===== config.mk =====
export PLATFORM = sky130hd
export DESIGN_NAME = riscv_fetch_queue_flat
export DESIGN_NICKNAME = d
export VERILOG_FILES = /design/src/rtl/riscv_fetch_pkg.sv /design/src/rtl/riscv_fetch_queue_if.sv /design/src/rtl/riscv_fetch_queue_sync_fifo.sv /design/src/rtl/riscv_fetch_queue.sv /design/src/flat_wrapper.sv
export SDC_FILE = /design/constraint.sdc
export NUM_CORES = 1
export LEC_CHECK = 0
export ABC_AREA = 1
export CORE_ASPECT_RATIO = 0.7
export CORE_UTILIZATION = 50
export DETAILED_ROUTE_END_ITERATION = 8
export GPL_ROUTABILITY_DRIVEN = 1
export PLACE_DENSITY_LB_ADDON = 0.08
export SLEW_MARGIN = 10
export SYNTH_ARGS = -nofsm -noshare
export SYNTH_HDL_FRONTEND = slang
export SYNTH_SLANG_ARGS = --single-unit

===== constraint.sdc =====
create_clock -name clk -period 8.4 [get_ports clk]
set_input_delay 2.1 -clock clk [delete_from_list [all_inputs] [get_ports clk]]
set_output_delay 2.1 -clock clk [all_outputs]
set_load 0.005 [all_outputs]

===== src/rtl/riscv_fetch_pkg.sv =====
// Shared constants and the default queue entry type for the instruction-fetch front end.
package riscv_fetch_pkg;

    localparam logic [31:0] NOP_INST       = 32'h0000_0013;
    localparam int          PC_WIDTH_DEF   = 14;
    localparam int          DEPTH_DEF      = 4;
    localparam int          INST_WIDTH_DEF = 32;

    typedef struct packed {
        logic [INST_WIDTH_DEF-1:0] inst;
        logic [PC_WIDTH_DEF-1:0]   pc;
    } fetch_entry_t;

endpackage


===== src/rtl/riscv_fetch_queue_if.sv =====
// Fetch front-end bus: control from execute, icache read port and decode handshake.
interface riscv_fetch_queue_if
    import riscv_fetch_pkg::*;
#(
    parameter int PC_WIDTH   = PC_WIDTH_DEF,
    parameter int INST_WIDTH = INST_WIDTH_DEF,
    parameter int DEPTH      = DEPTH_DEF
);
    localparam int CW = $clog2(DEPTH) + 1;

    logic                  stall;
    logic                  redirect;
    logic [PC_WIDTH-1:0]   redirect_pc;
    logic [31:0]           icache_addr;
    logic                  icache_re;
    logic [INST_WIDTH-1:0] instruction;
    logic                  deq_valid;
    logic                  deq_ready;
    logic [INST_WIDTH-1:0] deq_inst;
    logic [PC_WIDTH-1:0]   deq_pc;
    logic [PC_WIDTH-1:0]   deq_pc_plus4;
    logic [CW-1:0]         occupancy;

    modport master (
        input  stall, redirect, redirect_pc, instruction, deq_ready,
        output icache_addr, icache_re, deq_valid, deq_inst, deq_pc, deq_pc_plus4, occupancy
    );

    modport slave (
        output stall, redirect, redirect_pc, instruction, deq_ready,
        input  icache_addr, icache_re, deq_valid, deq_inst, deq_pc, deq_pc_plus4, occupancy
    );

endinterface


===== src/rtl/riscv_fetch_queue_sync_fifo.sv =====
// Synchronous circular FIFO with flush; simultaneous push and pop allowed at any fill level.
module sync_fifo
    import riscv_fetch_pkg::*;
#(
    parameter int  DEPTH = DEPTH_DEF,
    parameter type T     = fetch_entry_t
) (
    input  logic                     clk,
    input  logic                     rst,
    input  logic                     push_i,
    input  logic                     pop_i,
    input  logic                     flush_i,
    input  T                         wdata_i,
    output T                         rdata_o,
    output logic [$clog2(DEPTH):0]   count_o,
    output logic                     empty_o
);
    localparam int AW = $clog2(DEPTH);

    T                mem_q [DEPTH];
    logic [AW-1:0]   wr_q;
    logic [AW-1:0]   rd_q;
    logic [AW:0]     count_q;

    // Pointer and count update; flush discards everything.
    always_ff @(posedge clk) begin
        if (!rst || flush_i) begin
            wr_q    <= '0;
            rd_q    <= '0;
            count_q <= '0;
        end else begin
            if (push_i) wr_q <= wr_q + AW'(1);
            if (pop_i)  rd_q <= rd_q + AW'(1);
            case ({push_i, pop_i})
                2'b10:   count_q <= count_q + (AW+1)'(1);
                2'b01:   count_q <= count_q - (AW+1)'(1);
                default: count_q <= count_q;
            endcase
        end
    end

    // Storage array, written at the tail.
    always_ff @(posedge clk) begin
        if (rst && !flush_i && push_i) mem_q[wr_q] <= wdata_i;
    end

    // Head view and status.
    always_comb begin
        rdata_o = mem_q[rd_q];
        count_o = count_q;
        empty_o = (count_q == '0);
    end

endmodule


===== src/rtl/riscv_fetch_queue.sv =====
// Instruction-fetch front end: owns the fetch PC, issues icache reads with slot credits,
// buffers returned words with their PCs and presents them to decode.
module riscv_fetch_queue
    import riscv_fetch_pkg::*;
#(
    parameter int                   PC_WIDTH   = PC_WIDTH_DEF,
    parameter logic [PC_WIDTH-1:0]  RESET_PC   = '0,
    parameter int                   DEPTH      = DEPTH_DEF,
    parameter int                   INST_WIDTH = INST_WIDTH_DEF
) (
    input  logic                clk,
    input  logic                rst,
    riscv_fetch_queue_if.master bus
);
    localparam int CW = $clog2(DEPTH) + 1;
    localparam int OW = CW + 1;

    typedef struct packed {
        logic [INST_WIDTH-1:0] inst;
        logic [PC_WIDTH-1:0]   pc;
    } entry_t;

    logic [PC_WIDTH-1:0] fetch_pc_q, fetch_pc_d;
    logic [PC_WIDTH-1:0] tag_pc_q, tag_pc_d;
    logic [PC_WIDTH-1:0] last_pc_q, last_pc_d;
    logic                inflight_q, inflight_d;

    logic                deq_valid_s;
    logic                deq_fire_s;
    logic                issue_s;
    logic                push_s;
    logic                flush_s;
    logic [OW-1:0]       credit_s;
    logic [PC_WIDTH-1:0] deq_pc_s;
    entry_t              wdata_s;
    entry_t              head_s;
    logic [CW-1:0]       count_s;
    logic                empty_s;

    sync_fifo #(
        .DEPTH (DEPTH),
        .T     (entry_t)
    ) u_fifo (
        .clk     (clk),
        .rst     (rst),
        .push_i  (push_s),
        .pop_i   (deq_fire_s),
        .flush_i (flush_s),
        .wdata_i (wdata_s),
        .rdata_o (head_s),
        .count_o (count_s),
        .empty_o (empty_s)
    );

    // Handshake, credit and queue-control decisions for this cycle.
    always_comb begin
        deq_valid_s = rst && !empty_s && !bus.redirect;
        deq_fire_s  = deq_valid_s && bus.deq_ready && !bus.stall;
        // An outstanding read already owns a slot, so it is counted before issuing again.
        credit_s    = OW'(count_s) + OW'(inflight_q) - OW'(deq_fire_s);
        issue_s     = rst && !bus.stall && !bus.redirect && (credit_s < OW'(DEPTH));
        flush_s     = rst && !bus.stall && bus.redirect;
        push_s      = rst && !bus.stall && !bus.redirect && inflight_q;
        wdata_s     = '{inst: bus.instruction, pc: tag_pc_q};
    end

    // Next-state for PC, in-flight tag and last dequeued PC; stall freezes everything.
    always_comb begin
        fetch_pc_d = fetch_pc_q;
        tag_pc_d   = tag_pc_q;
        last_pc_d  = last_pc_q;
        inflight_d = inflight_q;
        if (bus.stall) begin
            inflight_d = inflight_q;
        end else if (bus.redirect) begin
            fetch_pc_d = {bus.redirect_pc[PC_WIDTH-1:2], 2'b00};
            inflight_d = 1'b0;
        end else begin
            inflight_d = issue_s;
            if (issue_s) begin
                fetch_pc_d = fetch_pc_q + PC_WIDTH'(4);
                tag_pc_d   = fetch_pc_q;
            end else begin
                fetch_pc_d = fetch_pc_q;
            end
            if (deq_fire_s) begin
                last_pc_d = head_s.pc;
            end else begin
                last_pc_d = last_pc_q;
            end
        end
    end

    // Fetch state registers with synchronous active-low reset.
    always_ff @(posedge clk) begin
        if (!rst) begin
            fetch_pc_q <= RESET_PC;
            tag_pc_q   <= RESET_PC;
            last_pc_q  <= RESET_PC;
            inflight_q <= 1'b0;
        end else begin
            fetch_pc_q <= fetch_pc_d;
            tag_pc_q   <= tag_pc_d;
            last_pc_q  <= last_pc_d;
            inflight_q <= inflight_d;
        end
    end

    // Output drive; deq_* depend only on registered state and control inputs.
    always_comb begin
        deq_pc_s         = (rst && !empty_s) ? head_s.pc : last_pc_q;
        bus.icache_re    = issue_s;
        bus.icache_addr  = rst ? 32'(fetch_pc_q) : 32'(RESET_PC);
        bus.deq_valid    = deq_valid_s;
        bus.deq_inst     = deq_valid_s ? head_s.inst : INST_WIDTH'(NOP_INST);
        bus.deq_pc       = deq_pc_s;
        bus.deq_pc_plus4 = deq_pc_s + PC_WIDTH'(4);
        bus.occupancy    = rst ? count_s : CW'(0);
    end

endmodule

===== src/flat_wrapper.sv =====
// flat-port wrapper written by rule: the top's interface ports become plain ports
module riscv_fetch_queue_flat import riscv_fetch_pkg::*;
#(
    parameter int                   PC_WIDTH   = PC_WIDTH_DEF,
    parameter logic [PC_WIDTH-1:0]  RESET_PC   = '0,
    parameter int                   DEPTH      = DEPTH_DEF,
    parameter int                   INST_WIDTH = INST_WIDTH_DEF
)
  (clk, rst, bus_stall, bus_redirect, bus_redirect_pc, bus_instruction, bus_deq_ready, bus_icache_addr, bus_icache_re, bus_deq_valid, bus_deq_inst, bus_deq_pc, bus_deq_pc_plus4, bus_occupancy);
  riscv_fetch_queue_if #(.PC_WIDTH(PC_WIDTH), .INST_WIDTH(INST_WIDTH), .DEPTH(DEPTH)) bus_i ();
  input  logic clk;
  input  logic rst;
  input wire logic [$bits(bus_i.stall)-1:0] bus_stall;
  input wire logic [$bits(bus_i.redirect)-1:0] bus_redirect;
  input wire logic [$bits(bus_i.redirect_pc)-1:0] bus_redirect_pc;
  input wire logic [$bits(bus_i.instruction)-1:0] bus_instruction;
  input wire logic [$bits(bus_i.deq_ready)-1:0] bus_deq_ready;
  output wire logic [$bits(bus_i.icache_addr)-1:0] bus_icache_addr;
  output wire logic [$bits(bus_i.icache_re)-1:0] bus_icache_re;
  output wire logic [$bits(bus_i.deq_valid)-1:0] bus_deq_valid;
  output wire logic [$bits(bus_i.deq_inst)-1:0] bus_deq_inst;
  output wire logic [$bits(bus_i.deq_pc)-1:0] bus_deq_pc;
  output wire logic [$bits(bus_i.deq_pc_plus4)-1:0] bus_deq_pc_plus4;
  output wire logic [$bits(bus_i.occupancy)-1:0] bus_occupancy;
  assign bus_i.stall = bus_stall;
  assign bus_i.redirect = bus_redirect;
  assign bus_i.redirect_pc = bus_redirect_pc;
  assign bus_i.instruction = bus_instruction;
  assign bus_i.deq_ready = bus_deq_ready;
  assign bus_icache_addr = bus_i.icache_addr;
  assign bus_icache_re = bus_i.icache_re;
  assign bus_deq_valid = bus_i.deq_valid;
  assign bus_deq_inst = bus_i.deq_inst;
  assign bus_deq_pc = bus_i.deq_pc;
  assign bus_deq_pc_plus4 = bus_i.deq_pc_plus4;
  assign bus_occupancy = bus_i.occupancy;
  riscv_fetch_queue #(.PC_WIDTH(PC_WIDTH), .RESET_PC(RESET_PC), .DEPTH(DEPTH), .INST_WIDTH(INST_WIDTH)) u_core (.clk(clk), .rst(rst), .bus(bus_i));
endmodule

== Word-level counts from Yosys, hierarchy flattened ==
Memories as Yosys holds them, arrays and structs flattened. A register that Yosys moved wholly into a read port is not among the register bits.
Index checks and enable logic that the tools add are counted.
Cells by class
  add/subtract/negate cells: 8
  order comparisons: 1
  eq/ne operators: 2
  muxes and demuxes: 12
  bitwise gates (word level): 2
  reductions and logical operators: 23
Operator list (count)
  14-bit two-way mux: 4
  32-bit two-way mux: 1
  14-bit by 3-bit adder with 14-bit output, second input constant: 2
  1-bit logical AND: 11
  3-bit one-hot mux with 2 select lines: 1
  3-bit AND reduction: 2
  1-bit zero test: 5
  2-bit by 1-bit adder with 2-bit output, second input constant: 2
  3-bit by 1-bit adder with 4-bit output: 1
  4-bit by 3-bit less-than comparator with 1-bit output, second input constant: 1
  2-bit two-way mux: 2
  2-bit nonzero test: 2
  4-bit by 1-bit subtractor with 4-bit output: 1
  3-bit by 1-bit adder with 3-bit output, second input constant: 1
  3-bit zero test: 1
  1-bit two-way mux: 3
  3-bit two-way mux: 1
  3-bit by 1-bit subtractor with 3-bit output, second input constant: 1
  2-bit by 1-bit == test with 1-bit output, second input constant: 1
  2-bit == test, second input constant: 1
  1-bit NOT: 2
  2-bit AND reduction: 1
  1-bit logical OR: 1
Storage, ports and cells
  register bits: 50
  bits in writable memories: 184
  input port bits: 51
  output and inout port bits: 97
  word-level logic and storage cells: 56
  memories: 1
Memories
  u_core.u_fifo.mem_q: depth 4, bits a word 46, rd ports 1, clocked after memory_dff 1, write ports 1, line riscv_fetch_queue_sync_fifo.sv:20  | T mem_q [DEPTH];

== Logic depth before layout (Yosys ltp) ==
  depth after elaboration: 11
  depth in mapped cells: 19
  gate-level depth less buffers: 17

== Cells and area by module ==
A second synthesis with hierarchy kept.
Unflattened totals
  cells, all modules: 996
  area, all modules: 10184.8 um^2
Modules (own cells, without submodules)
  sync_fifo: instances 1, cells an instance 504, area an instance 7269.5 um^2, sequential area each 5705.5 um^2
  riscv_fetch_queue: instances 1, cells an instance 492, area an instance 2915.3 um^2, sequential area each 780.7 um^2

== Worst setup path after synthesis ==
OpenSTA, ideal clock, no wires.
  path type: input port to output port
  from: input rst
  to: output bus_icache_re
  data arrival time: 3.861 ns
  required time: 6.300 ns
  path slack: 2.439 ns
  stages: 16
  cell sequence: buf_6 nand2_1 nand3_4 nand2_2 inv_2 nand3_1 inv_2 buf_4 ha_1 inv_1 ha_1 nand2_1 nor2_1 o21ai_0 nand3_2 inv_1
On the way
  word-level cells in the longest chain between the ends: 7
  elaborated cells on any way between the ends: 9
  those cells by class: 1 x add/sub; 1 x order compare; 7 x reduce/logical
RTL lines
  start: declaration: line flat_wrapper.sv:12  | input logic rst;
  1-bit logical AND (2 in series): line riscv_fetch_queue.sv:57  | deq_valid_s = rst && !empty_s && !bus.redirect;
  named net bus_deq_valid: line flat_wrapper.sv:20  | output wire logic [$bits(bus_i.deq_valid)-1:0] bus_deq_valid;
  1-bit logical AND (2 in series): line riscv_fetch_queue.sv:58  | deq_fire_s = deq_valid_s && bus.deq_ready && !bus.stall;
  named net u_core.deq_fire_s: line riscv_fetch_queue.sv:29  | logic deq_fire_s;
  4-bit by 1-bit subtractor with 4-bit output: line riscv_fetch_queue.sv:60  | credit_s = OW'(count_s) + OW'(inflight_q) - OW'(deq_fire_s);
  4-bit by 3-bit less-than comparator with 1-bit output: line riscv_fetch_queue.sv:61  | issue_s = rst && !bus.stall && !bus.redirect && (credit_s < OW'(DEPTH));
  1-bit logical AND: line riscv_fetch_queue.sv:61
  end: declaration: line flat_wrapper.sv:19  | output wire logic [$bits(bus_i.icache_re)-1:0] bus_icache_re;
The timed path passes the listed nets, and every way through them passes these cells.

== Worst setup path in the final report ==
  from: input rst
  to: output bus_icache_re
On the way
  word-level cells in the longest chain between the ends: 7
  elaborated cells on any way between the ends: 9
  those cells by class: 1 x add/sub; 1 x order compare; 7 x reduce/logical
RTL lines (line)
  1-bit logical AND (2 in series): riscv_fetch_queue.sv:57
  1-bit logical AND (2 in series): riscv_fetch_queue.sv:58
  4-bit by 1-bit subtractor with 4-bit output: riscv_fetch_queue.sv:60
  4-bit by 3-bit less-than comparator with 1-bit output: riscv_fetch_queue.sv:61
  1-bit logical AND (*): riscv_fetch_queue.sv:61
Every way passes the cells marked *; elsewhere a longest branch is shown, timed or not.

==> summary.md <==
| Metric | Value |
|---|---|
| Aggregate global routing overflow | 0 |
| Vert. Die Dim | roughly 120 um |
| Routed wl met2 | between 9000 and 10000 um |
| Crit path launch type | primary input |
| Row count | 42 |
| Buffers on Ports | ~120 |
| Core area | between 15000 and 20000 sq um |
| Worst EP arrival | approximately 5.6 ns |
| DP Cell Count | around 1.3k |
| Drt pass-1 iters | 5 |
| Clock network power share | 0.432 |
| Via count | about 6.7k |
| H-tree levels | 1 |
| Vias/cell | between 5 and 6 |
| Clock tree buffer depth | 3 |
| Most common cell after layout, fill and taps aside | edfxtp_1 |
| Kind of critical path | in -> out |
| Slowest stage cell on the critical path | clkdlybuf4s50_1 |
| Syn-to-layout area delta | 20.81% |
| Post-synth ARST share | 0 |
| Largest net degree at the start of global routing | between 80 and 90 |
| # Post-CTS Setup Buffers | 0 |
| Hold buffer count at CTS | 0 |
| Post-synth EDFFs | between 150 and 200 |
| Commonest non-fill, non-tap cells in the layout | edfxtp_1 (176), nor2_1 (167), nand2_1 (143) |
| Outcome | complete, no violations |
| Hpwl dp | roughly 12000 um |
| Worst Clk Skew | slightly below 0.01 ns |
| Pleak | 4.375 nW |
| Seq pwr share | 0.532 |
| Yosys reg bits | 222 |
| CP Capture Type | primary output |
| Synth Area per Inst | ~10 sq um |
| IO Count | 148 |
| DRC | 0 |
| Worst r2r src | u_core.u_fifo.count_o[0] |
| Vias in the first global route | 6101 |
| ANT cells | 0 |
| Initial Util | 0.5137 |
| Total GRT Usage | 0.2028 |
| Routability congestion estimate | between 0.8 and 0.9 |
| Global-route wire length before repair | approximately 32000 um |
| M1 WL | about 9500 um |
| Critical path's top delay family | buffers and inverters |
| Final period util | 0.9159 |
| Mapped cell area | 9744 sq um |
| CP endpoint | bus_icache_re |
| Maximum VDD drop | around 0.16 mV |
| Met3 wire len | approximately 1300 um |
| Antenna violations before repair | 0 |
| Final setup viols | 0 |
| Req. time, crit path | 6.30 ns |
| Crit path depth | 17 |
| Most used DFF post-synth | edfxtp_1 |
| CTS buffer count | 22 |
| Clk sinks | roughly 220 |
| Slew Limit Fails | 0 |
| Post-Layout Cell Count | ~1.3k |
| Top layer in use | met4 |
| Final #Nets | about 1.1k |
| Cell Chain, Critical Path | clkdlybuf4s50_1, nand2_1, nand3_4, nand2_2, inv_2, nand3_1, buf_4, inv_2, ha_1, inv_1, ha_1, nand2_1, nor2_1, o21ai_0, nand3_2, inv_1, clkdlybuf4s50_1 |
| DIE AREA | approximately 20000 sq um |
| Root Buffer | clkbuf_16 |
| P_sw | 0.4362 mW |
| Crit-path max cell delay | 0.53 ns |
| Fmax | about 130 MHz |
| Share of cells above drive strength 1 | 0.08071 |
| Bufs and invs on worst path | 7 |
| Max cap viols | 0 |
| Syn Inst Count | ~960 |
| Int Pwr | roughly 1.8 mW |
| Hold depth | 2 |
| Final Critical Period | 7.694 ns |
| Initial DRC count | between 500 and 600 |
| HP Class | reg -> reg |
| Drt wl/cell | 14.94 um |
| Routed Antenna Nets | 0 |
| Post-cts resize count | 0 |
| Synth unique cells | 36 |
| Worst-path fanout max | 24 |
| CTS tree | built |
| Slew HR | 0.3689 |
| FF-to-FF End | u_core.fetch_pc_q[11] |
| Worst Setup SP | rst |
| RSZ-0062 raised after global routing | false |
| Reg clk slew, reported paths | approximately 0.060 ns |
| Switching part of the total | 0.1930 |
| Internal reg-to-reg setup slack | 4.65 ns |
| Combinational Power Share | 0.036 |
| Seq/Total Area, Yosys | 0.6369 |
| Final hold violations | 0 |
| Die Width | 168.9 um |
| Latest clock arrival within the worst-skew pair | roughly 0.5 ns |
| Worst r2r path cells | 18 |
| Setup TNS | 0 ns |
| Drt total wl | 20060 um |
| PwrDens | roughly 190 nW/um^2 |
| Synth warnings | 0 |
| Worst Tran Pin Value | 0.9467 ns |
[cells in the mapped netlist (all sizes together), types with 10 or more instances]
cell type  instances  share of area
buf               54          0.039
edfxtp           176           0.54
nand3             65          0.038
dfxtp             46          0.095
nand2            159          0.066
nor2             175          0.069
a21oi             53          0.027
inv               61          0.023
o21ai            108          0.056
ha                10          0.013
clkbuf            18         0.0069
[layout make-up]
class | count | area (sq um)
Clock buffer | 33 | 646.9
Tap cell | 264 | 330.3
Fill cell | 1558 | 7198
Inverter | 63 | 246.5
Clock inverter | 6 | 82.58
Timing Repair Buffer | 132 | 1294
Multi-Input combinational cell | 622 | 2965
Sequential cell | 222 | 6207
[metal layers]
layer	GRT usage	vias up
met4	0.03523	0
met1	0.2995	3105
met3	0.03818	20
met5	0	-
li1	-	3405
met2	0.3156	185
[how the worst min path moves through the flow]
stage,start,end
finish,u_core.u_fifo.rd_q[1],u_core.u_fifo.rd_q[1]
global route,u_core.u_fifo.rd_q[1],register
CTS,u_core.u_fifo.rd_q[1],register
detailed placement,u_core.u_fifo.rd_q[1],u_core.u_fifo.rd_q[1]
global placement,u_core.u_fifo.rd_q[1],u_core.u_fifo.rd_q[1]
floorplan,u_core.u_fifo.rd_q[1],register
[cells by family (layout without fill, tap and decap cells)]
| kind of cell | count (synthesis) | count (layout) | synth area share |
|---|---|---|---|
| AOI/OAI and AO/OA | 168 | 168 | 0.08873 |
| xor gates and xnor gates | 8 | 8 | 0.007191 |
| buffers and inverters | 135 | 234 | 0.07075 |
| adders and majority gates | 11 | 11 | 0.01489 |
| DFF | 222 | 222 | 0.6369 |
| and+or+nand+nor | 411 | 411 | 0.1812 |
| other | 1 | 24 | 0.0003848 |
[state kept, by name, indices dropped and copies added, names as in the netlist, named ones only]
name / count
u_core.u_fifo.mem_q: 176
u_core.fetch_pc_q: 12
u_core.inflight_q: 1
u_core.last_pc_q: 12
u_core.u_fifo.wr_q: 2
u_core.u_fifo.rd_q: 2
u_core.u_fifo.count_o: 3
u_core.tag_pc_q: 12
[per-stage QoR]
| stage | power (mW) | hold slack [ns] | utilization | area (sq um) | setup slack [ns] |
|---|---|---|---|---|---|
| floorplan | 1.268 | 0.4334 | - | 9831 | 2.439 |
| global placement | 1.305 | 0.4490 | 0.5821 | 11040 | 0.7687 |
| detailed placement | 1.306 | 0.4552 | 0.5821 | 11040 | 0.7132 |
| CTS | 2.279 | 0.4635 | 0.6206 | 11770 | 0.6878 |
| global route | 2.342 | 0.4967 | 0.6206 | 11770 | 0.3484 |
| finish | 2.260 | 0.4588 | 0.6206 | 11770 | 0.7064 |
[power by group through the flow]
stage	clock network, mW	logic, mW	registers (mW)
2_1_floorplan	0	0.0466	1.22
3_3_place_gp	0	0.0801	1.22
3_5_place_dp	0	0.0812	1.23
4_1_cts	0.996	0.0814	1.20
5_1_grt	1.05	0.0912	1.20
6_report	0.976	0.0816	1.20
[worst register-to-register path, stage by stage (launching register included)]
cell	delay, ns
dfxtp_1	0.42
nand2_1	0.14
nand3_4	0.11
nand2_2	0.07
inv_2	0.12
nand3_1	0.09
buf_4	0.19
inv_2	0.28
ha_1	0.22
inv_1	0.05
ha_1	0.28
nand2_1	0.08
nor2_1	0.03
o21ai_0	0.19
nand3_2	0.37
nand2_1	0.58
inv_2	0.22
nor2_1	0.14
nor2_1	0.06
No activity file was read; power rests on OpenSTA's default activity.
